===== src/rtl/vga_timing_if.sv =====
// Video timing bundle without colour: pixel/line counters plus blank and sync strobes.
interface itf_vga_no_rgb;
  logic [10:0] hcount;
  logic        hsync;
  logic        hblnk;
  logic [10:0] vcount;
  logic        vsync;
  logic        vblnk;

  modport master (
    output hcount, hsync, hblnk, vcount, vsync, vblnk
  );

  modport slave (
    input hcount, hsync, hblnk, vcount, vsync, vblnk
  );
endinterface


===== src/rtl/vga_timing.sv =====
// Free-running 1024x768@60 timing generator: counters, blank/sync strobes and a frame-start pulse.
module vga_timing #(
  parameter logic [10:0] H_TOTAL   = 11'd1343,
  parameter logic [10:0] H_B_START = 11'd1023,
  parameter logic [10:0] H_B_END   = 11'd1343,
  parameter logic [10:0] H_S_START = 11'd1047,
  parameter logic [10:0] H_S_END   = 11'd1183,
  parameter logic [10:0] V_TOTAL   = 11'd805,
  parameter logic [10:0] V_B_START = 11'd768,
  parameter logic [10:0] V_B_END   = 11'd806,
  parameter logic [10:0] V_S_START = 11'd771,
  parameter logic [10:0] V_S_END   = 11'd777
) (
  input  logic                 clk,
  input  logic                 rst,
  itf_vga_no_rgb.master        out,
  output logic                 new_frame
);

  logic [10:0] hcount_q, hcount_d;
  logic [10:0] vcount_q, vcount_d;
  logic        hsync_q, hsync_d;
  logic        hblnk_q, hblnk_d;
  logic        vsync_q, vsync_d;
  logic        vblnk_q, vblnk_d;
  logic        new_frame_q, new_frame_d;
  logic        h_wrap;
  logic        v_wrap;

  // Strobes are decoded from the next counter values so they land on the
  // same edge as the counters they describe.
  always_comb begin
    h_wrap      = (hcount_q == H_TOTAL);
    v_wrap      = (vcount_q == V_TOTAL);
    hcount_d    = h_wrap ? 11'd0 : hcount_q + 11'd1;
    vcount_d    = vcount_q;
    if (h_wrap) begin
      vcount_d  = v_wrap ? 11'd0 : vcount_q + 11'd1;
    end
    hblnk_d     = (hcount_d > H_B_START) && (hcount_d <= H_B_END);
    hsync_d     = (hcount_d > H_S_START) && (hcount_d <= H_S_END);
    vblnk_d     = (vcount_d >= V_B_START) && (vcount_d <= V_B_END - 11'd1);
    vsync_d     = (vcount_d >= V_S_START) && (vcount_d <= V_S_END - 11'd1);
    new_frame_d = h_wrap && v_wrap;
  end

  always_ff @(posedge clk) begin
    if (rst) begin
      hcount_q    <= 11'd0;
      vcount_q    <= 11'd0;
      hsync_q     <= 1'b0;
      hblnk_q     <= 1'b0;
      vsync_q     <= 1'b0;
      vblnk_q     <= 1'b0;
      new_frame_q <= 1'b0;
    end else begin
      hcount_q    <= hcount_d;
      vcount_q    <= vcount_d;
      hsync_q     <= hsync_d;
      hblnk_q     <= hblnk_d;
      vsync_q     <= vsync_d;
      vblnk_q     <= vblnk_d;
      new_frame_q <= new_frame_d;
    end
  end

  assign out.hcount = hcount_q;
  assign out.vcount = vcount_q;
  assign out.hsync  = hsync_q;
  assign out.hblnk  = hblnk_q;
  assign out.vsync  = vsync_q;
  assign out.vblnk  = vblnk_q;
  assign new_frame  = new_frame_q;

endmodule


===== src/flat_wrapper.sv =====
// flat-port wrapper written by rule: the top's interface ports become plain ports
module vga_timing_flat 
#(
  parameter logic [10:0] H_TOTAL   = 11'd1343,
  parameter logic [10:0] H_B_START = 11'd1023,
  parameter logic [10:0] H_B_END   = 11'd1343,
  parameter logic [10:0] H_S_START = 11'd1047,
  parameter logic [10:0] H_S_END   = 11'd1183,
  parameter logic [10:0] V_TOTAL   = 11'd805,
  parameter logic [10:0] V_B_START = 11'd768,
  parameter logic [10:0] V_B_END   = 11'd806,
  parameter logic [10:0] V_S_START = 11'd771,
  parameter logic [10:0] V_S_END   = 11'd777
)
  (clk, rst, new_frame, out_hcount, out_hsync, out_hblnk, out_vcount, out_vsync, out_vblnk);
  itf_vga_no_rgb out_i ();
  input  logic clk;
  input  logic rst;
  output logic new_frame;
  output wire logic [$bits(out_i.hcount)-1:0] out_hcount;
  output wire logic [$bits(out_i.hsync)-1:0] out_hsync;
  output wire logic [$bits(out_i.hblnk)-1:0] out_hblnk;
  output wire logic [$bits(out_i.vcount)-1:0] out_vcount;
  output wire logic [$bits(out_i.vsync)-1:0] out_vsync;
  output wire logic [$bits(out_i.vblnk)-1:0] out_vblnk;
  assign out_hcount = out_i.hcount;
  assign out_hsync = out_i.hsync;
  assign out_hblnk = out_i.hblnk;
  assign out_vcount = out_i.vcount;
  assign out_vsync = out_i.vsync;
  assign out_vblnk = out_i.vblnk;
  vga_timing #(.H_TOTAL(H_TOTAL), .H_B_START(H_B_START), .H_B_END(H_B_END), .H_S_START(H_S_START), .H_S_END(H_S_END), .V_TOTAL(V_TOTAL), .V_B_START(V_B_START), .V_B_END(V_B_END), .V_S_START(V_S_START), .V_S_END(V_S_END)) u_core (.clk(clk), .rst(rst), .out(out_i), .new_frame(new_frame));
endmodule

===== config.mk =====
export PLATFORM = sky130hd
export DESIGN_NAME = vga_timing_flat
export DESIGN_NICKNAME = d
export VERILOG_FILES = /design/src/rtl/vga_timing_if.sv /design/src/rtl/vga_timing.sv /design/src/flat_wrapper.sv
export SDC_FILE = /design/constraint.sdc
export NUM_CORES = 1
export LEC_CHECK = 0
export CAP_MARGIN = 10
export CORE_ASPECT_RATIO = 1.1
export CORE_MARGIN = 2
export CORE_UTILIZATION = 43
export CTS_BUF_LIST = sky130_fd_sc_hd__clkbuf_2 sky130_fd_sc_hd__clkbuf_4 sky130_fd_sc_hd__clkbuf_8
export DETAILED_ROUTE_END_ITERATION = 10
export GPL_TIMING_DRIVEN = 1
export PLACE_DENSITY = 0.66
export RECOVER_POWER = 100
export SYNTH_ARGS = -nofsm -noshare
export SYNTH_HDL_FRONTEND = slang
export SYNTH_SLANG_ARGS = --single-unit

===== constraint.sdc =====
create_clock -name clk -period 7.2 [get_ports clk]
set_input_delay 0.72 -clock clk [delete_from_list [all_inputs] [get_ports clk]]
set_output_delay 0.72 -clock clk [all_outputs]
set_load 0.02 [all_outputs]

# --- Yosys cells after proc, flatten, opt, wreduce, memory -nomap -nowiden ---
# Cells that the tools add are included.
totals:
  regBits: 27
  in_bits: 2
  out_inout_bits: 27
  word_cells: 27
classes:
  addsub: 2
  eq_ne: 2
  mux: 3
  n_reduce_logical: 5
  order_cmp: 8
ops:
  columns: ["op", "count"]
  rows:
  - ["$mux W11", 3]
  - ["$add A11 B1 Y11 const B", 2]
  - ["$ge A11 B10 Y1 const B", 2]
  - ["$le A11 B10 Y1 const B", 2]
  - ["$le A11 B11 Y1 const B", 2]
  - ["$eq A11 B10 Y1 const B", 1]
  - ["$eq A11 B11 Y1 const B", 1]
  - ["$gt A11 B10 Y1 const B", 1]
  - ["$gt A11 B11 Y1 const B", 1]
  - ["$logic_and A1 B1 Y1", 5]

# --- Depth between registers and ports, before layout ---
depth:
  ltp_word: 5
  depth_mapped: 8
  depth_no_buf: 7

# --- Worst setup path after synthesis ---
# OpenSTA, ideal clock, no wires.
synth_timing:
  path_kind: "register to register"
  start: "register u_core.hcount_q[0], in the netlist u_core.out.hcount[0]"
  end: "register u_core.vsync_q, in the netlist u_core.out.vsync"
  path_stages_with_launch: 9
  path_buffers: 1
  setup_time_ns: 0.088
  synth_period_minus_slack_ns: 2.651
  arrival_time_ns: 2.563
  required_ns: 7.112
  slack_ns: 4.549
  cell_sequence: "dfxtp_1 ha_1 inv_1 or4_4 buf_6 or4_4 a21oi_2 nand3_2 nor4_2"
synth_between:
  elab_chain_cells: 4
  elab_cells_between_ends: 5
  classes_between: "order compare: 2; eq/ne: 1; mux: 1; reduce/logical: 1"
synth_lines:
  columns: ["item", "line", "source"]
  rows:
  - ["start, declared", "vga_timing.sv:20", "logic [10:0] hcount_q, hcount_d;"]
  - ["start signal, assigned", "vga_timing.sv:57", "hcount_q <= hcount_d;"]
  - ["$eq A11 B11 Y1 *", "vga_timing.sv:33", "h_wrap = (hcount_q == H_TOTAL);"]
  - ["$mux W11 *", "vga_timing.sv:37", "if (h_wrap) begin"]
  - ["$ge A11 B10 Y1 or $le A11 B10 Y1 (tied branches)", "vga_timing.sv:43", "vsync_d = (vcount_d >= V_S_START) && (vcount_d <= V_S_END - 11'd1);"]
  - ["$logic_and A1 B1 Y1 *", "vga_timing.sv:43", null]
  - ["end signal, assigned", "vga_timing.sv:61", "vsync_q <= vsync_d;"]
  - ["end, declared", "vga_timing.sv:24", "logic vsync_q, vsync_d;"]
# Every way passes the cells marked *; elsewhere a longest branch is shown, timed or not.
# A chain may end at the register's enable or synchronous reset.

# --- Worst setup path in the final report ---
# Same ends and word-level chain as after synthesis.

==> impl_results.md <==
- CTS Sinks: 27
- H-tree levels: 1
- Synth Area per Inst: between 8 and 9 µm²
- Top cell type by total area after synthesis: dfxtp_1
- P per Cell Area: 127 nW/µm²
- Worst path cell trace: ha_1 -> inv_1 -> nor4_1 -> clkbuf_1 -> nand2_1 -> o41ai_1 -> nand3_2 -> nor4_2
- Vias in the first global route: about 1400
- Setup bufs post-CTS: 0
- Reg2reg path depth: 8
- Most used DFF post-synth: dfxtp_1
- CTS tree: yes
- Cell with the most instances after synthesis: dfxtp_1
- Worst setup EP type: register
- Avg WL per Cell: around 15 µm
- Worst IR drop on VDD: roughly 0.000091 V
- # setup viols final: 0
- Final hold vios: 0
- Die Span X: around 60 µm
- # rows: 22
- Die Y: around 67 µm
- Share of post-route cells with drive strength above 1: 0.0547
- Unrepaired setup endpoints after global routing: no
- Worst Path Required: 7.46 ns
- Worst EP arrival: between 3 and 4 ns
- Crit Path Category: reg -> reg
- Yosys Warn Count: 0
- Hpwl dp: between 2000 and 3000 µm
- Port Buffer Count: 28
- Crit path from: u_core.out.hcount[0]
- Max frequency: between 300 and 400 MHz
- CP max FO: 10
- Yosys reg bits: 27
- Area of the core: about 3400 µm²
- R2r setup slk: just under 4 ns
- Slew @ Worst Pin: 0.869 ns
- Remaining DRCs: 0
- Tightest Hold Check Type: reg -> reg
- Worst Setup EP: u_core.out.vsync
- R2r endpoint: u_core.out.vsync
- RR Startpoint: u_core.out.hcount[0]
- Synth top cells by count: 27 x dfxtp_1, 18 x nor2_1, 11 x nand2_1, 10 x nor3_1, 10 x xnor2_1
- Syn nets: ~180
- Clock transition at the registers of the reported paths: ~0.15 ns
- Antenna Violating Nets Remaining: 0
- Mapped Area: 1540 µm²
- Final GP Congestion: slightly above 0.8
- Clock Latency Late Sink: 0.34 ns
- Max-Slew Margin vs Limit: 0.415
- CTS Hold Bufs: 0
- Critical path launch point type: register
- # diodes: 0
- Cts bufs inserted: 3
- Yosys top cell area share: 0.351
- CTS max path bufs: 2
- Grt ovf: 0
- Synth top area cells: dfxtp_1 35%, xnor2_1 5.7%, nor2_1 4.4%
- Initial Utilization: 0.455
- Final TNS setup: 0 ns
- Area Overhead vs Synth: 18.3%
- Initial antenna violation count: 0
- EDFF count, synth: 0
- DR iter-0 viols: 60
- Total power: roughly 0.23 mW
- Via count: 1422
- Max cap viols: 0
- CTS resizes: 0
- Vias per inst: ~5.7
- Die Area: approximately 4100 µm²
- Leakage: approximately 0.67 nW
- Nets: 208
- Cells after Synth: 178
- Clock Root Buffer: clkbuf_4
- Final Skew: around 0.012 ns
- Largest net degree at the start of global routing: 20
- Final Max Slew Viols: 0
- Initial DRT Pass Iterations: 4
- Final period utilization: 0.450
- Synth unique cells: 48
- Sequential area share after synthesis: 0.351
- CP peak stage delay: around 0.77 ns
- WL final: between 3000 and 4000 µm
- Global-route wire length before repair: approximately 6400 µm
- Ys async rst share: 0
- Global Route Usage Sum: 0.205
- Final min period: 3.24 ns
- Status: complete, no violations
- Slowest stage cell on the critical path: nor4_1
- IO Count: 29
==> critical path, delay by kind of cell (launching register included) <==
| family | cells | cell delay (ns) |
|---|---|---|
| AND/OR/NAND/NOR | 4 | 1.40 |
| AO/OA/AOI/OAI | 1 | 0.48 |
| flip-flops | 1 | 0.45 |
| adder cells (fa/ha/maj) | 1 | 0.33 |
| buffers and inverters | 2 | 0.50 |
==> kinds of logic (layout without fill, tap and decap cells) <==
kind of cell    count (synthesis)  after routing  share of synthesized area
simple gates                   81             81                      0.307
compound gates                 30             30                      0.137
flops                          27             27                      0.351
buf+inv                        18             41                     0.0691
xor+xnor                       17             17                     0.0967
fa+ha+maj                       4              4                     0.0325
mux                             1              1                    0.00650
==> worst min-delay path by stage <==
stage / start / endpoint / slack, ns / cells after the start
final: u_core.out.hcount[0] / u_core.out.hcount[0] / 0.57 / 1
after global routing: u_core.out.hcount[0] / u_core.out.hcount[0] / 0.61 / 1
after CTS: u_core.out.hcount[0] / u_core.out.hcount[0] / 0.58 / 1
after detailed placement: u_core.out.hcount[0] / u_core.out.hcount[0] / 0.56 / 1
after global placement: u_core.out.hcount[0] / u_core.out.hcount[0] / 0.54 / 1
after floorplan: u_core.out.hcount[10] / u_core.out.hcount[10] / 0.62 / 2
==> sequential cells by signal, summed over array words and instances, names as in the netlist <==
register	flops
u_core.out.hcount	11
u_core.out.vcount	11
u_core.new_frame	1
u_core.out.hblnk	1
u_core.out.hsync	1
u_core.out.vblnk	1
u_core.out.vsync	1
==> stage by stage <==
stage               instance area (µm²)  setup slack, ns  std cells  utilization  hold slack (ns)
finish                             1820             3.96        249        0.538            0.569
global placement                   1810             4.42        245        0.535            0.543
detailed placement                 1810             4.42        245        0.535            0.560
floorplan                          1540             4.55        178            -            0.623
CTS                                1840             4.38        249        0.543            0.580
global route                       1820             3.76        249        0.538            0.606
==> where the power goes <==
part / internal, mW / total, mW / switching, mW
combinational: 0.00408 / 0.0112 / 0.00715
clock: 0.0209 / 0.0675 / 0.0466
sequential: 0.151 / 0.153 / 0.00223
total: 0.176 / 0.232 / 0.0560
==> cell usage in the layout, fill, tap and decap left out, drive strengths merged, types with 2 or more instances in the layout <==
master       count
o31ai            3
nand2           11
nor2            18
nand3           10
o41ai            2
ha               4
xor2             7
clkbuf           4
and4             3
or4              7
o21ai            4
nor3            10
dfxtp           27
nor4bb           2
inv              8
a21oi            9
nor3b            3
xnor2           10
nand4            6
nor4             4
dlygate4sd3     28
nor2b            3
==> per-layer routing <==
| layer | track usage | wire, µm | share of wire |
|---|---|---|---|
| met3 | 0.0252 | 120 | 0.032 |
| met1 | 0.273 | 1700 | 0.46 |
| met4 | 0.101 | 91 | 0.024 |
| met2 | 0.320 | 1810 | 0.49 |
| met5 | 0 | 0 | 0 |
==> final cells by class <==
cell class                 instances  area (µm²)
fill                             339        1570
clock inverter                     1        5.00
tap                               48        60.1
timing repair buffer              29         284
inverter                           8        30.0
sequential                        27         541
multi-input combinational        133         878
clock buffer                       3        22.5
Power figures use the tool's default switching activity.
